==> src/rtl/pamac_ctrl_pkg.sv <==
// Shared types for the PAMAC radix-4 Booth controller.
// Holds the FSM state enum, the per-digit field and the recoding helper.
package pamac_ctrl_pkg;

    localparam int L_MULT_DEF = 16;
    localparam int SHIFT_W    = 3;

    typedef enum logic {
        ST_IDLE = 1'b0,
        ST_RUN  = 1'b1
    } state_t;

    typedef struct packed {
        logic nz;
        logic neg;
        logic dbl;
    } digit_t;

    // Triple is {b[2k+1], b[2k], b[2k-1]}.
    function automatic digit_t booth_digit(input logic [2:0] i_t);
        digit_t d;
        d.nz  = (i_t != 3'b000) && (i_t != 3'b111);
        d.neg = i_t[2] && d.nz;
        d.dbl = (i_t == 3'b011) || (i_t == 3'b100);
        return d;
    endfunction

endpackage

==> src/rtl/pamac_ap_ctrl_booth_r4_encoder.sv <==
// Combinational radix-4 Booth recoder.
// Produces per-digit nonzero, negate and double flags.
module booth_r4_encoder
    import pamac_ctrl_pkg::*;
#(
    parameter int L_MULT = L_MULT_DEF
) (
    input  logic [L_MULT-1:0]   i_mult,
    output logic [L_MULT/2-1:0] o_nz,
    output logic [L_MULT/2-1:0] o_neg,
    output logic [L_MULT/2-1:0] o_dbl
);

    localparam int ND = L_MULT / 2;

    logic [L_MULT:0] w_ext;
    digit_t          w_d;

    assign w_ext = {i_mult, 1'b0};

    always_comb begin
        o_nz  = '0;
        o_neg = '0;
        o_dbl = '0;
        w_d   = '0;
        for (int k = 0; k < ND; k++) begin
            w_d      = booth_digit(w_ext[2*k +: 3]);
            o_nz[k]  = w_d.nz;
            o_neg[k] = w_d.neg;
            o_dbl[k] = w_d.dbl;
        end
    end

endmodule

==> src/rtl/pamac_ap_ctrl.sv <==
// PAMAC controller: issues nonzero Booth digits one per cycle
// to a shift/add datapath, with back-to-back operation acceptance.
module pamac_ap_ctrl
    import pamac_ctrl_pkg::*;
#(
    parameter int L_MULT = L_MULT_DEF
) (
    input  logic              clk,
    input  logic              rst_n,
    input  logic              i_in_valid,
    output logic              o_in_ready,
    input  logic [L_MULT-1:0] i_mult,
    input  logic              i_mul_sel_in,
    output logic              o_mul_sel,
    output logic [SHIFT_W-1:0] o_shift_ctrl,
    output logic              o_double,
    output logic              o_neg,
    output logic              o_first_cycle,
    output logic              o_dff_en,
    output logic              o_res_valid,
    output logic              o_busy
);

    localparam int             ND  = L_MULT / 2;
    localparam logic [ND-1:0]  LSB = ND'(1);

    state_t              r_state;
    state_t              w_state_nx;
    logic [ND-1:0]       r_mask;
    logic [ND-1:0]       r_neg;
    logic [ND-1:0]       r_dbl;
    logic                r_zero;
    logic                r_first;
    logic                r_mul_sel;

    logic [ND-1:0]       w_enc_nz;
    logic [ND-1:0]       w_enc_neg;
    logic [ND-1:0]       w_enc_dbl;
    logic [ND-1:0]       w_onehot;
    logic [SHIFT_W-1:0]  w_idx;
    logic                w_issue;
    logic                w_last;
    logic                w_accept;
    logic                w_enc_zero;

    booth_r4_encoder #(
        .L_MULT (L_MULT)
    ) u_enc (
        .i_mult (i_mult),
        .o_nz   (w_enc_nz),
        .o_neg  (w_enc_neg),
        .o_dbl  (w_enc_dbl)
    );

    // Lowest pending digit wins.
    always_comb begin
        w_idx    = '0;
        w_onehot = '0;
        for (int i = ND - 1; i >= 0; i--) begin
            if (r_mask[i]) begin
                w_idx       = SHIFT_W'(i);
                w_onehot    = '0;
                w_onehot[i] = 1'b1;
            end
        end
    end

    assign w_issue    = (r_state == ST_RUN);
    assign w_last     = w_issue && !r_zero
                        && ((r_mask & ~w_onehot) == '0);
    assign w_accept   = i_in_valid && o_in_ready;
    assign w_enc_zero = (w_enc_nz == '0);

    always_ff @(posedge clk) begin
        if (!rst_n) begin
            r_state <= ST_IDLE;
        end else begin
            r_state <= w_state_nx;
        end
    end

    always_comb begin
        w_state_nx = r_state;
        unique case (r_state)
            ST_IDLE: begin
                if (w_accept) begin
                    w_state_nx = ST_RUN;
                end
            end
            ST_RUN: begin
                if (w_last && !w_accept) begin
                    w_state_nx = ST_IDLE;
                end
            end
            default: w_state_nx = ST_IDLE;
        endcase
    end

    always_comb begin
        o_in_ready    = (r_state == ST_IDLE) || w_last;
        o_busy        = w_issue;
        o_dff_en      = w_issue;
        o_shift_ctrl  = w_issue ? w_idx : '0;
        o_neg         = w_issue && |(r_neg & w_onehot);
        o_double      = w_issue && |(r_dbl & w_onehot);
        o_first_cycle = w_issue && r_first;
        o_res_valid   = w_last;
        o_mul_sel     = r_mul_sel;
    end

    // A zero multiplier becomes +x then -x on digit 0 so Y still equals T.
    always_ff @(posedge clk) begin
        if (!rst_n) begin
            r_mask    <= '0;
            r_neg     <= '0;
            r_dbl     <= '0;
            r_zero    <= 1'b0;
            r_first   <= 1'b0;
            r_mul_sel <= 1'b0;
        end else if (w_accept) begin
            r_mask    <= w_enc_zero ? LSB : w_enc_nz;
            r_neg     <= w_enc_neg;
            r_dbl     <= w_enc_dbl;
            r_zero    <= w_enc_zero;
            r_first   <= 1'b1;
            r_mul_sel <= i_mul_sel_in;
        end else if (w_issue) begin
            r_first <= 1'b0;
            if (r_zero) begin
                r_zero   <= 1'b0;
                r_neg[0] <= 1'b1;
            end else begin
                r_mask <= r_mask & ~w_onehot;
            end
        end
    end

endmodule

==> config.mk <==
export PLATFORM = sky130hd
export DESIGN_NAME = pamac_ap_ctrl
export DESIGN_NICKNAME = d
export VERILOG_FILES = /design/src/rtl/pamac_ctrl_pkg.sv /design/src/rtl/pamac_ap_ctrl_booth_r4_encoder.sv /design/src/rtl/pamac_ap_ctrl.sv
export SDC_FILE = /design/constraint.sdc
export NUM_CORES = 1
export LEC_CHECK = 0
export BUFFER_PORTS_ARGS = -buffer_cell sky130_fd_sc_hd__clkbuf_2
export CORE_MARGIN = 2
export CORE_UTILIZATION = 29
export CTS_CLUSTER_SIZE = 10
export DETAILED_ROUTE_END_ITERATION = 10
export PLACE_DENSITY_LB_ADDON = 0.1
export SETUP_SLACK_MARGIN = 0.15
export SYNTH_ARGS = -nofsm -noshare
export SYNTH_HDL_FRONTEND = slang
export SYNTH_HIERARCHICAL = 1
export SYNTH_SLANG_ARGS = --single-unit
export TNS_END_PERCENT = 50
==> constraint.sdc <==
create_clock -name clk -period 1.85 [get_ports clk]
set_input_delay 0.2775 -clock clk [delete_from_list [all_inputs] [get_ports clk]]
set_output_delay 0.2775 -clock clk [all_outputs]
set_load 0.005 [all_outputs]
==> results.md <==
* CTS Buffer Depth at 2
* Drt total wl at 4.77 mm
* Peak VDD IR at 0.378 mV
* Initial core utilization at approximately 30%
* Slew Limit Headroom at roughly three quarters
* Horiz. Die Dim at between 80 and 90 um
* Syn avg cell area at slightly below 8 sq um
* Final WS setup at -0.278 ns
* Cells after Synth at 250
* Unrepaired setup endpoints after global routing: true
* Nets at 312
* Layout fillers at 682
* Chip Height at 85.9 um
* WP buf/inv at 1
* Place WS at 0.00334 ns
* Worst skew pair latency at 0.28 ns
* Final GP Congestion at 0.713
* Detail Placement HPWL at 3.58 mm
* Reg2Reg Depth at 7
* Synth top area share at 28.8%
* Drt wl/cell at 13.0 um
* Die ar. at 0.00738 sq mm
* Commonest cells after routing, fill and taps aside: nand2_1, clkbuf_2, mux2i_1
* Lkg Pwr at around 1.0 nW
* Yosys cell types at 42
* Detailed Routing Iterations Pass 1 at 4
* Post-route cell area at 0.00242 sq mm
* Syn nets at 270
* Seq cells post-synth at 28
* Synth area leaders: dfxtp_1, mux2i_1, nand2_1, buf_6, nand2b_1
* Worst Tran Pin Value at 0.379 ns
* Hold path cells at 3
* Core area at 0.00642 sq mm
* Arrival time of the worst setup path at 1.85 ns
* Post-route DRC at 0
* Crit. End Element: output pin
* # Max-Cap Violations at 0
* Routed vias at ~1800
* First-pass GRT wire length at around 8.0 mm
* CTS tree: done
* Layout area overhead at 24.6%
* Total track usage at 13.3%
* CP Data Required Time at 1.57 ns
* CP endpoint: o_in_ready
* P per Cell Area at 806 mW/mm^2
* Initial DRC count at 55
* Critical path depth at 5
* Root Buffer: clkbuf_8
* Clock skew at about 0.0096 ns
* Reg2reg start: r_mask[2]
* Tmin final at 2.13 ns
* Cell type with the highest aggregate area in the netlist: dfxtp_1
* Max Slew Vio Count at 0
* FF-to-FF setup slack at -0.14 ns
* Seq/Total Area, Yosys at 28.8%
* Outcome: complete, but fails checks
* Post-DP Area at about 0.0022 sq mm
* Slowest cell on crit path: or4_4
* ANT cells at 0
* Reg-to-reg endpoint: r_mask[3]
* CTS Buf Count at 3
* Post-route clock period utilization at 115%
* Worst setup SP type: flip-flop
* Highest Clock Rate at 0.470 GHz
* IO Pins at 31
* Critical Path, Cell by Cell: maj3_2 -> or4_4 -> a211o_2 -> nand2_2 -> clkbuf_2
* Hold Vio Cnt, Final at 0
* Cell area after synthesis at 0.00195 sq mm
* Clock slew at reported path FFs at 0.10 ns
* Layout cells sized above 1 at 28.5%
* Initial antenna violation count at 0
* CTS H-tree lvls at 1
* Count of input and output buffers at 30
* Asr flop ratio synth at 0%
* Failing checks: negative setup slack
* Clk sinks at 28
* Worst stage delay on the critical path at 0.42 ns
* GRT overflow at 0
* Worst Setup SP: r_mask[2]
* Crit path max fanout at 3
* # rows at 29
* Via density at 4.85
* Main synth FF type: dfxtp_1
* DRT antenna net count at 0
* Critical path type: flip-flop to output pin
* Commonest non-fill, non-tap cell in the layout: nand2_1
* EDFF count, synth at 0
* Pin count of the biggest net entering global routing at 19
* Hold Crit Class: input pin to flip-flop
* Final count of negative-setup-slack endpoints at 27
* Vias in the first global route at 1649
* Synth warnings at 6
* Family with the most delay on the worst path: simple AND/OR/NAND/NOR gates
[sequential cells by signal (all words and copies together) (netlist names)]
name / count
o_busy: 1
r_dbl: 8
r_zero: 1
r_neg: 8
r_mask: 8
r_first: 1
o_mul_sel: 1
[through the flow]
stage / utilization, % / hold WS (ns) / total power [mW] / TNS [ns] / instances
global placement: 34.4 / 0.445 / 1.41 / 0 / 359
floorplan: - / 0.420 / 1.22 / 0 / 250
global route: 37.8 / 0.232 / 2.06 / -4.71 / 368
detailed placement: 34.4 / 0.450 / 1.41 / 0 / 359
CTS: 37.2 / 0.213 / 1.93 / -2.35 / 367
finish: 37.8 / 0.222 / 1.96 / -3.04 / 368
[worst min path at each step]
| stage | slack [ns] | end | startpoint |
|---|---|---|---|
| global placement | 0.45 | r_dbl[5] | r_dbl[5] |
| detailed placement | 0.45 | r_dbl[5] | r_dbl[5] |
| CTS | 0.21 | o_mul_sel | i_mul_sel_in |
| floorplan | 0.42 | o_mul_sel | i_mul_sel_in |
| finish | 0.22 | o_mul_sel | i_mul_sel_in |
| global route | 0.23 | o_mul_sel | i_mul_sel_in |
[timing repair]
action | in CTS | in global routing
gates resized for setup | 11 | 7
setup buffers | 2 | 1
endpoints found under the setup margin | 33 | 34
pin swaps | 1 | 0
hold buffers | 0 | 0
cloned | 2 | 0
[power breakdown]
part / total, mW / switching, mW / internal, mW
Combinational: 0.830 / 0.386 / 0.444
Clock: 0.393 / 0.202 / 0.191
Sequential: 0.733 / 0.0565 / 0.676
Total: 1.96 / 0.644 / 1.31
[synthesized netlist by cell type (6+ instances only)]
cell,count
nand2_1,54
dfxtp_1,28
mux2i_1,26
nor2_1,13
nor3_1,12
clkbuf_1,10
nand2b_1,10
and3_1,9
buf_6,8
nand3b_1,8
o21ai_1,8
a21boi_1,7
a21oi_1,6
[tightest hold or removal path, delay by kind of cell]
family / cells / cell delay (ns)
buf+inv: 1 / 0.08
mux: 1 / 0.05
simple gates: 1 / 0.04
[cell type report]
| cell class | instances | area [sq um] | area share [%] |
|---|---|---|---|
| Timing Repair Buffer | 61 | 473 | 19.5 |
| Tap cell | 77 | 96.3 | 3.97 |
| Inverter | 4 | 15.0 | 0.619 |
| Clock buffer | 4 | 55.1 | 2.27 |
| Sequential cell | 28 | 566 | 23.3 |
| Multi-Input combinational cell | 194 | 1220 | 50.3 |
[cell families after synthesis]
group,count (synthesis),share of synthesized area [%]
buf+inv,28,10.7
mux,26,13.4
simple gates,120,30.1
flops,28,28.8
fa+ha+maj,1,0.579
compound gates,47,16.5
[metal layers]
| metal | routed length, um | track usage, % | share of wire [%] |
|---|---|---|---|
| met1 | 2580 | 20.0 | 54 |
| met4 | 24 | 1.73 | 0.50 |
| met5 | 0 | 0 | 0 |
| met3 | 193 | 2.21 | 4.0 |
| met2 | 1970 | 20.3 | 41 |
No activity file was read; power rests on OpenSTA's default activity.
